$ cat config.mk
export PLATFORM = sky130hd
export DESIGN_NAME = alarm_ctrl
export DESIGN_NICKNAME = d
export VERILOG_FILES = /design/src/rtl/alarm_pkg.sv /design/src/rtl/edge_pulse.sv /design/src/rtl/alarm_ctrl.sv
export SDC_FILE = /design/constraint.sdc
export NUM_CORES = 1
export LEC_CHECK = 0
export ABC_CLOCK_PERIOD_IN_PS = 2400
export CORE_ASPECT_RATIO = 1.4
export CORE_MARGIN = 4
export CORE_UTILIZATION = 35
export CTS_CLUSTER_SIZE = 40
export DETAILED_ROUTE_END_ITERATION = 10
export HOLD_SLACK_MARGIN = 0.12
export SLEW_MARGIN = 20
export SYNTH_ARGS = -nofsm -noshare
export SYNTH_HDL_FRONTEND = slang
export SYNTH_HIERARCHICAL = 1
export SYNTH_SLANG_ARGS = --single-unit
$ cat constraint.sdc
create_clock -name clk -period 2.4 [get_ports clk]
set_clock_uncertainty 0.15 [all_clocks]
set_input_delay 0.6 -clock clk [delete_from_list [all_inputs] [get_ports clk]]
set_output_delay 0.6 -clock clk [all_outputs]
set_load 0.02 [all_outputs]
$ cat src/rtl/alarm_pkg.sv
// Shared types and constants for the alarm controller.
// State encodings double as the LED code driven on the state output.
package alarm_pkg;

    localparam int unsigned DigitW = 4;
    localparam int unsigned TimeW  = 4 * DigitW;

    typedef enum logic [1:0] {
        StIdle    = 2'd0,
        StArmed   = 2'd1,
        StRinging = 2'd2,
        StSnooze  = 2'd3
    } alarm_state_e;

endpackage

$ cat src/rtl/edge_pulse.sv
// Rising-edge detector: one-cycle pulse when a synchronous level goes 0 -> 1.
module edge_pulse (
    input  logic clk,
    input  logic rst,
    input  logic in,
    output logic pulse
);

    logic in_q;

    always_ff @(posedge clk) begin
        if (rst) begin
            in_q <= 1'b0;
        end else begin
            in_q <= in;
        end
    end

    assign pulse = in & ~in_q;

endmodule

$ cat src/rtl/alarm_ctrl.sv
// Alarm controller: matches BCD HH:MM against the alarm setting, rings a beeping
// buzzer on the match edge, with bounded snooze and a stop button.
module alarm_ctrl
    import alarm_pkg::*;
#(
    parameter int unsigned RING_SEC   = 60,
    parameter int unsigned SNOOZE_SEC = 300,
    parameter int unsigned MAX_SNOOZE = 3,
    parameter int unsigned CNT_W      = 9
) (
    input  logic             clk,
    input  logic             rst,
    input  logic             tick_1hz,
    input  logic [TimeW-1:0] clock_time,
    input  logic [TimeW-1:0] alarm_time,
    input  logic             alarm_arm,
    input  logic             snooze_btn,
    input  logic             stop_btn,
    output logic             ringing,
    output logic             buzzer,
    output logic             snoozing,
    output logic [1:0]       snooze_left,
    output logic [1:0]       state
);

    localparam logic [CNT_W-1:0] RingLast   = CNT_W'(RING_SEC - 1);
    localparam logic [CNT_W-1:0] SnoozeLast = CNT_W'(SNOOZE_SEC - 1);
    localparam logic [1:0]       MaxSnz     = 2'(MAX_SNOOZE);

    logic tick, snz, stp;
    logic match, match_q, trig;

    alarm_state_e     state_q, state_d;
    logic [CNT_W-1:0] sec_cnt_q, sec_cnt_d;
    logic [1:0]       snooze_cnt_q, snooze_cnt_d;
    logic             beep_q, beep_d;

    logic       ringing_q, buzzer_q, snoozing_q;
    logic [1:0] snooze_left_q, state_out_q;

    edge_pulse u_tick (
        .clk   (clk),
        .rst   (rst),
        .in    (tick_1hz),
        .pulse (tick)
    );

    edge_pulse u_snooze (
        .clk   (clk),
        .rst   (rst),
        .in    (snooze_btn),
        .pulse (snz)
    );

    edge_pulse u_stop (
        .clk   (clk),
        .rst   (rst),
        .in    (stop_btn),
        .pulse (stp)
    );

    assign match = (clock_time == alarm_time);
    assign trig  = match & ~match_q;

    always_comb begin
        state_d      = state_q;
        sec_cnt_d    = sec_cnt_q;
        snooze_cnt_d = snooze_cnt_q;
        beep_d       = beep_q;
        if (!alarm_arm) begin
            state_d      = StIdle;
            sec_cnt_d    = '0;
            snooze_cnt_d = '0;
        end else begin
            unique case (state_q)
                StIdle: begin
                    state_d = StArmed;
                end
                StArmed: begin
                    if (trig) begin
                        state_d   = StRinging;
                        sec_cnt_d = '0;
                        beep_d    = 1'b1;
                    end
                end
                StRinging: begin
                    // An exhausted snooze press falls through to tick handling.
                    if (stp) begin
                        state_d      = StArmed;
                        snooze_cnt_d = '0;
                    end else if (snz && (snooze_cnt_q < MaxSnz)) begin
                        state_d      = StSnooze;
                        sec_cnt_d    = '0;
                        snooze_cnt_d = snooze_cnt_q + 2'd1;
                    end else if (tick) begin
                        if (sec_cnt_q == RingLast) begin
                            state_d      = StArmed;
                            snooze_cnt_d = '0;
                        end else begin
                            sec_cnt_d = sec_cnt_q + CNT_W'(1);
                            beep_d    = ~beep_q;
                        end
                    end
                end
                StSnooze: begin
                    if (stp) begin
                        state_d      = StArmed;
                        snooze_cnt_d = '0;
                    end else if (tick) begin
                        if (sec_cnt_q == SnoozeLast) begin
                            state_d   = StRinging;
                            sec_cnt_d = '0;
                            beep_d    = 1'b1;
                        end else begin
                            sec_cnt_d = sec_cnt_q + CNT_W'(1);
                        end
                    end
                end
                default: begin
                    state_d = StIdle;
                end
            endcase
        end
    end

    // match_q resets high so the 00:00 == 00:00 reset condition is not an edge.
    always_ff @(posedge clk) begin
        if (rst) begin
            state_q      <= StIdle;
            sec_cnt_q    <= '0;
            snooze_cnt_q <= '0;
            beep_q       <= 1'b0;
            match_q      <= 1'b1;
        end else begin
            state_q      <= state_d;
            sec_cnt_q    <= sec_cnt_d;
            snooze_cnt_q <= snooze_cnt_d;
            beep_q       <= beep_d;
            match_q      <= match;
        end
    end

    always_ff @(posedge clk) begin
        if (rst) begin
            ringing_q     <= 1'b0;
            buzzer_q      <= 1'b0;
            snoozing_q    <= 1'b0;
            snooze_left_q <= MaxSnz;
            state_out_q   <= 2'd0;
        end else begin
            ringing_q     <= (state_q == StRinging);
            buzzer_q      <= (state_q == StRinging) & beep_q;
            snoozing_q    <= (state_q == StSnooze);
            snooze_left_q <= MaxSnz - snooze_cnt_q;
            state_out_q   <= state_q;
        end
    end

    assign ringing     = ringing_q;
    assign buzzer      = buzzer_q;
    assign snoozing    = snoozing_q;
    assign snooze_left = snooze_left_q;
    assign state       = state_out_q;

endmodule

* After elaboration in Yosys (flattened, before gate mapping)
Cells that the tools add are included.
** Word-level totals
- Flip-flop bits (word level) :: 25
- Bits in latches :: 0
- Memory bits (writable) :: 0
- Memory bits (read-only) :: 0
- Output and inout bits :: 7
- Word-level logic and storage cells :: 91
- Memories kept :: 0
** Operators by class
- Add/sub/neg operators :: 3
- Multipliers :: 0
- Div/mod/pow operators :: 0
- Magnitude comparators :: 1
- Equality and inequality tests :: 21
- Shifts and indexed selects :: 0
- Multiplexer cells :: 33
- Bitwise gates (word level) :: 11
- Reductions and logical operators :: 9
** Operators by type and width (number)
- 9-bit two-way mux :: 8
- 9-bit one-hot mux with 3 select lines :: 1
- 2-bit two-way mux :: 13
- 2-bit inequality test, second input constant :: 9
- 16-bit == test :: 1
- 3-bit inequality test, second input constant :: 4
- 10-bit AND reduction :: 1
- 9-bit by 1-bit adder with 9-bit output, second input constant :: 1
- 9-bit by 6-bit == test with 1-bit output, second input constant :: 1
- 9-bit == test, second input constant :: 1
- 1-bit two-way mux :: 8
- 4-bit inequality test, second input constant :: 2
- 2-bit one-hot mux with 4 select lines :: 1
- 7-bit AND reduction :: 1
- 1-bit NOT :: 6
- 1-bit bitwise AND :: 5
- 5-bit AND reduction :: 1
- 2-bit == test, second input constant :: 2
- 2-bit one-hot mux with 2 select lines :: 1
- 4-bit AND reduction :: 1
- 1-bit one-hot mux with 3 select lines :: 1
- 3-bit nonzero test :: 1
- 2-bit by 1-bit adder with 2-bit output, second input constant :: 1
- 2-bit by 1-bit == test with 1-bit output, second input constant :: 1
- other kinds (6) :: 6

* Longest topological paths before layout
- Depth after elaboration :: 6
- Mapped depth :: 6
- Depth with buffers taken out :: 6

* Cells and area by module
The synthesis kept the hierarchy.
** By module, submodules not included
- alarm_ctrl :: times used 1, cells each 137, area an instance 1244.9 µm², seq. area each 440.4 µm²
- edge_pulse :: times used 3, cells each 3, area an instance 47.5 µm², seq. area each 20.0 µm²

* Least setup slack after synthesis
Ideal clock, no wire load.
- Path type :: input to register
- From :: input port snooze_btn
- To :: register sec_cnt_q[7]
- Setup time :: 91 ps
- Data arrival time :: 1822 ps
- Required time :: 2159 ps
- Setup slack :: 338 ps
- Cell stages on the path :: 6
- Buffers on the path :: 0
- Path through :: nor2b_4 > nor3b_1 > a311oi_4 > o2111a_2 > a41oi_1 > a311oi_1
** On the way
- Word-level cells in the longest chain between the ends :: 5
- Elaborated cells between the ends (all ways) :: 8
** RTL lines
- from (decl) :: line alarm_ctrl.sv:17 : input logic snooze_btn,
- 1-bit bitwise AND (*) :: line edge_pulse.sv:19 : assign pulse = in & ~in_q;
- 1-bit logical AND (*) :: line alarm_ctrl.sv:91 : end else if (snz && (snooze_cnt_q < MaxSnz)) begin
- 9-bit two-way mux :: line alarm_ctrl.sv:91
- 9-bit two-way mux :: line alarm_ctrl.sv:88 : if (stp) begin
- 9-bit one-hot mux with 3 select lines :: line alarm_ctrl.sv:75 : unique case (state_q)
- to (signal assigned) :: line alarm_ctrl.sv:136 : sec_cnt_q <= sec_cnt_d;
- to (decl) :: line alarm_ctrl.sv:34 : logic [CNT_W-1:0] sec_cnt_q, sec_cnt_d;
Every way passes the cells marked *; elsewhere a longest branch is shown, timed or not. The select of a mux whose other input is x is not followed.
A chain may end at the register's enable or synchronous reset.

* Final worst setup path
- From :: input port snooze_btn
- To :: register sec_cnt_q[2]
** On the way
- Word-level cells in the longest chain between the ends :: 5
- Elaborated cells between the ends (all ways) :: 8
** RTL lines
- 1-bit bitwise AND (*) :: line edge_pulse.sv:19
- net snz :: line alarm_ctrl.sv:30 : logic tick, snz, stp;
- 1-bit logical AND (*) :: line alarm_ctrl.sv:91
- 9-bit two-way mux :: line alarm_ctrl.sv:91
- 9-bit two-way mux :: line alarm_ctrl.sv:88
- 9-bit one-hot mux with 3 select lines :: line alarm_ctrl.sv:75
Mark *: on every way through the listed nets, which the timed path passes. The rest lies on a longest branch. The select of a mux whose other input is x is not followed.

==> metrics.txt <==
Power, Total=812 uW; data arrival time at the worst-slack endpoint=2.30 ns; commonest register cell after synthesis=sky130_fd_sc_hd__dfxtp_1; weighted congestion reported at the end of routability-driven placement=0.877; number of CTS-inserted buffers=3; mean post-synth cell area=9.50 um2; first-pass GRT wire length=5.71 mm; leftover overflow at the end of global routing=0; fmax=0.440 GHz; CTS tree=done; path type of the worst min-delay path=register to register; combined global-route utilization of all metal layers=0.149; number of flip-flops and latches in the synthesized netlist=25; IO Pins=45; Diodes inserted=0; Vias/cell=5.24; buffer cell driving the clock tree root=sky130_fd_sc_hd__clkbuf_8; clock share of power=0.317; detailed-placement wirelength estimate=2.86 mm; number of synthesized flops with an enable pin=0; WL per Instance=14.7 um; portion of the post-synthesis area used by sequential elements=0.361; Die Span Y=82.5 um; Die Footprint=5050 um2; max capacitance violation total=0; async set or reset register ratio after synthesis=0; Slew Viols, Final=0; clock insertion delay at the later pin of the skew report=0.27 ns; final critical delay including setup and external delays=2.27 ns; Final period util=0.947; number of antenna violations at the first check in global routing=0; Worst IR Drop VDD=0.265 mV; post-synthesis to final-layout area growth=43.9%; transition time at the pin with the least slew margin=0.538 ns; final hold viol count=0; post-synthesis instance total=146; Distinct cells, synth=38; count of yosys warnings during synthesis=6; final setup vio count=0; number of fillers in the final layout=356; placeable core area=3740 um2; Initial Util=0.371; synthesized cell area=1390 um2; largest fanout on the critical path=4; H-Tree Level Count=1; final net count=243; total of cells resized after clock tree synthesis=0; via count of the first global-routing pass=1261; switching power as a share of total power=0.235; number of standard-cell rows in the floorplan=26; Psw=191 uW; critical path start-end classification=primary input to register; final wirelength=3.59 mm; Final ANT Viol Nets=0; DRC=0; worst hold slack across all endpoints=0.261 ns; multi-input logic area=865 um2; Mapped Nets=186; initial DRC count=32; Post-Route Utilization=0.534; Slew headroom=0.641; DR pass1 iterations=4; proportion of layout cells with a drive suffix above 1=0.139; static leakage power=0.730 nW; sequential fraction of design power=0.525; pin count of the biggest net entering global routing=16; outcome=complete, no violations; top library cells by usage in the layout, fill and taps aside=sky130_fd_sc_hd__clkdlybuf4s50_1, sky130_fd_sc_hd__dfxtp_1, sky130_fd_sc_hd__xor2_1, sky130_fd_sc_hd__nand2_1, sky130_fd_sc_hd__buf_4; area of all sequential standard cells=500 um2; combinational fraction of design power=0.158; clock sinks=25; Worst-path clk slew=0.09 ns; Setup crit start kind=primary input; required arrival time at the worst endpoint=2.43 ns; CP endpoint kind=register; most common library cell in the layout ignoring fill and taps=sky130_fd_sc_hd__clkdlybuf4s50_1; power density over the cells=406 nW/um2; maximum clock path buffer count=2; die extent in x=61.2 um; total of buffers placed on input and output ports=44; Internal=621 uW; count of vias placed by the detailed router=1278
[path summary, 6_finish.rpt]
check,from,endpoint,slack [ns],depth (start not counted)
worst max-delay path,snooze_btn,sec_cnt_q[2]$_SDFFE_PP0P_,0.13,8
worst min-delay path,snooze_cnt_q[1]$_SDFFE_PP0P_,snooze_left[1]$_SDFF_PP1_,0.26,1
worst max register to register,sec_cnt_q[0]$_SDFFE_PP0P_,sec_cnt_q[2]$_SDFFE_PP0P_,0.30,7
worst min register to register,snooze_cnt_q[1]$_SDFFE_PP0P_,snooze_left[1]$_SDFF_PP1_,0.26,1
[per-layer routing]
layer  part of all wire  track usage
met1               0.40        0.162
met2               0.57        0.287
met5                  0            0
met3              0.026       0.0202
met4             0.0092       0.0456
[sequential cells by signal, summed over array words and instances, names as in the netlist, 2 cells and up]
register / flops
state: 2
snooze_left: 2
state_q: 2
sec_cnt_q: 9
snooze_cnt_q: 2
[kinds of logic (layout without fill, tap and decap cells)]
family                   count (synthesis)  after routing  synth area share
XOR/XNOR                                16             16             0.101
multiplexers                             3              3            0.0216
adder cells (fa/ha/maj)                  2              2            0.0180
buffers and inverters                    6             62            0.0162
AO/OA/AOI/OAI                           31             31             0.182
flip-flops                              25             25             0.361
AND/OR/NAND/NOR                         63             63             0.300
[per-stage QoR]
step                      setup slack (ns)  TNS [ns]  std cells  instance area (um2)
after CTS                           0.0605         0        242                 1980
after floorplan                      0.338         0        146                 1390
final                                0.126         0        244                 2000
after global routing              -0.00289  -0.00293        244                 2000
after detailed placement            -0.218     -1.45        238                 1930
after global placement              -0.109    -0.924        238                 1930
[repair_timing]
item	in CTS	in global routing
buffers inserted	0	2
hold buffers	0	0
endpoints found under the setup margin	0	2
[worst max-delay path: stages]
cell	delay, ns
sky130_fd_sc_hd__clkdlybuf4s50_1	0.42
sky130_fd_sc_hd__nor2b_4	0.14
sky130_fd_sc_hd__nor3b_1	0.15
sky130_fd_sc_hd__a311oi_4	0.25
sky130_fd_sc_hd__o2111a_2	0.30
sky130_fd_sc_hd__buf_4	0.14
sky130_fd_sc_hd__a21oi_1	0.06
sky130_fd_sc_hd__a311oi_1	0.24
[synth_stat cells (all sizes together) (4+ instances only)]
cell type	n	area [um2]
inv	4	15.0
nand2	11	41.3
nor2	6	22.5
and3	4	25.0
dfxtp	25	500
xor2	16	140
nor4	4	25.0
o21ai	6	30.0
a21oi	6	30.0
nor2b	9	101
nand3	4	20.0
nor3	5	30.0
a311oi	9	96.4
or2b	5	37.5
[cell type report]
cell class / instances / area share
Sequential cell: 25 / 0.251
Multi-Input combinational cell: 115 / 0.433
Clock inverter: 1 / 0.00376
Tap cell: 42 / 0.0263
Inverter: 4 / 0.00752
Clock buffer: 3 / 0.0207
Timing Repair Buffer: 54 / 0.258
[power groups by stage]
| stage | clock, mW | combinational [mW] | sequential (mW) |
|---|---|---|---|
| CTS | 0.266 | 0.129 | 0.426 |
| floorplan | 0 | 0.0471 | 0.434 |
| detailed placement | 0 | 0.129 | 0.436 |
| global route | 0.281 | 0.137 | 0.427 |
| finish | 0.257 | 0.128 | 0.426 |
| global placement | 0 | 0.128 | 0.436 |
(Power assumes the default switching activity.)
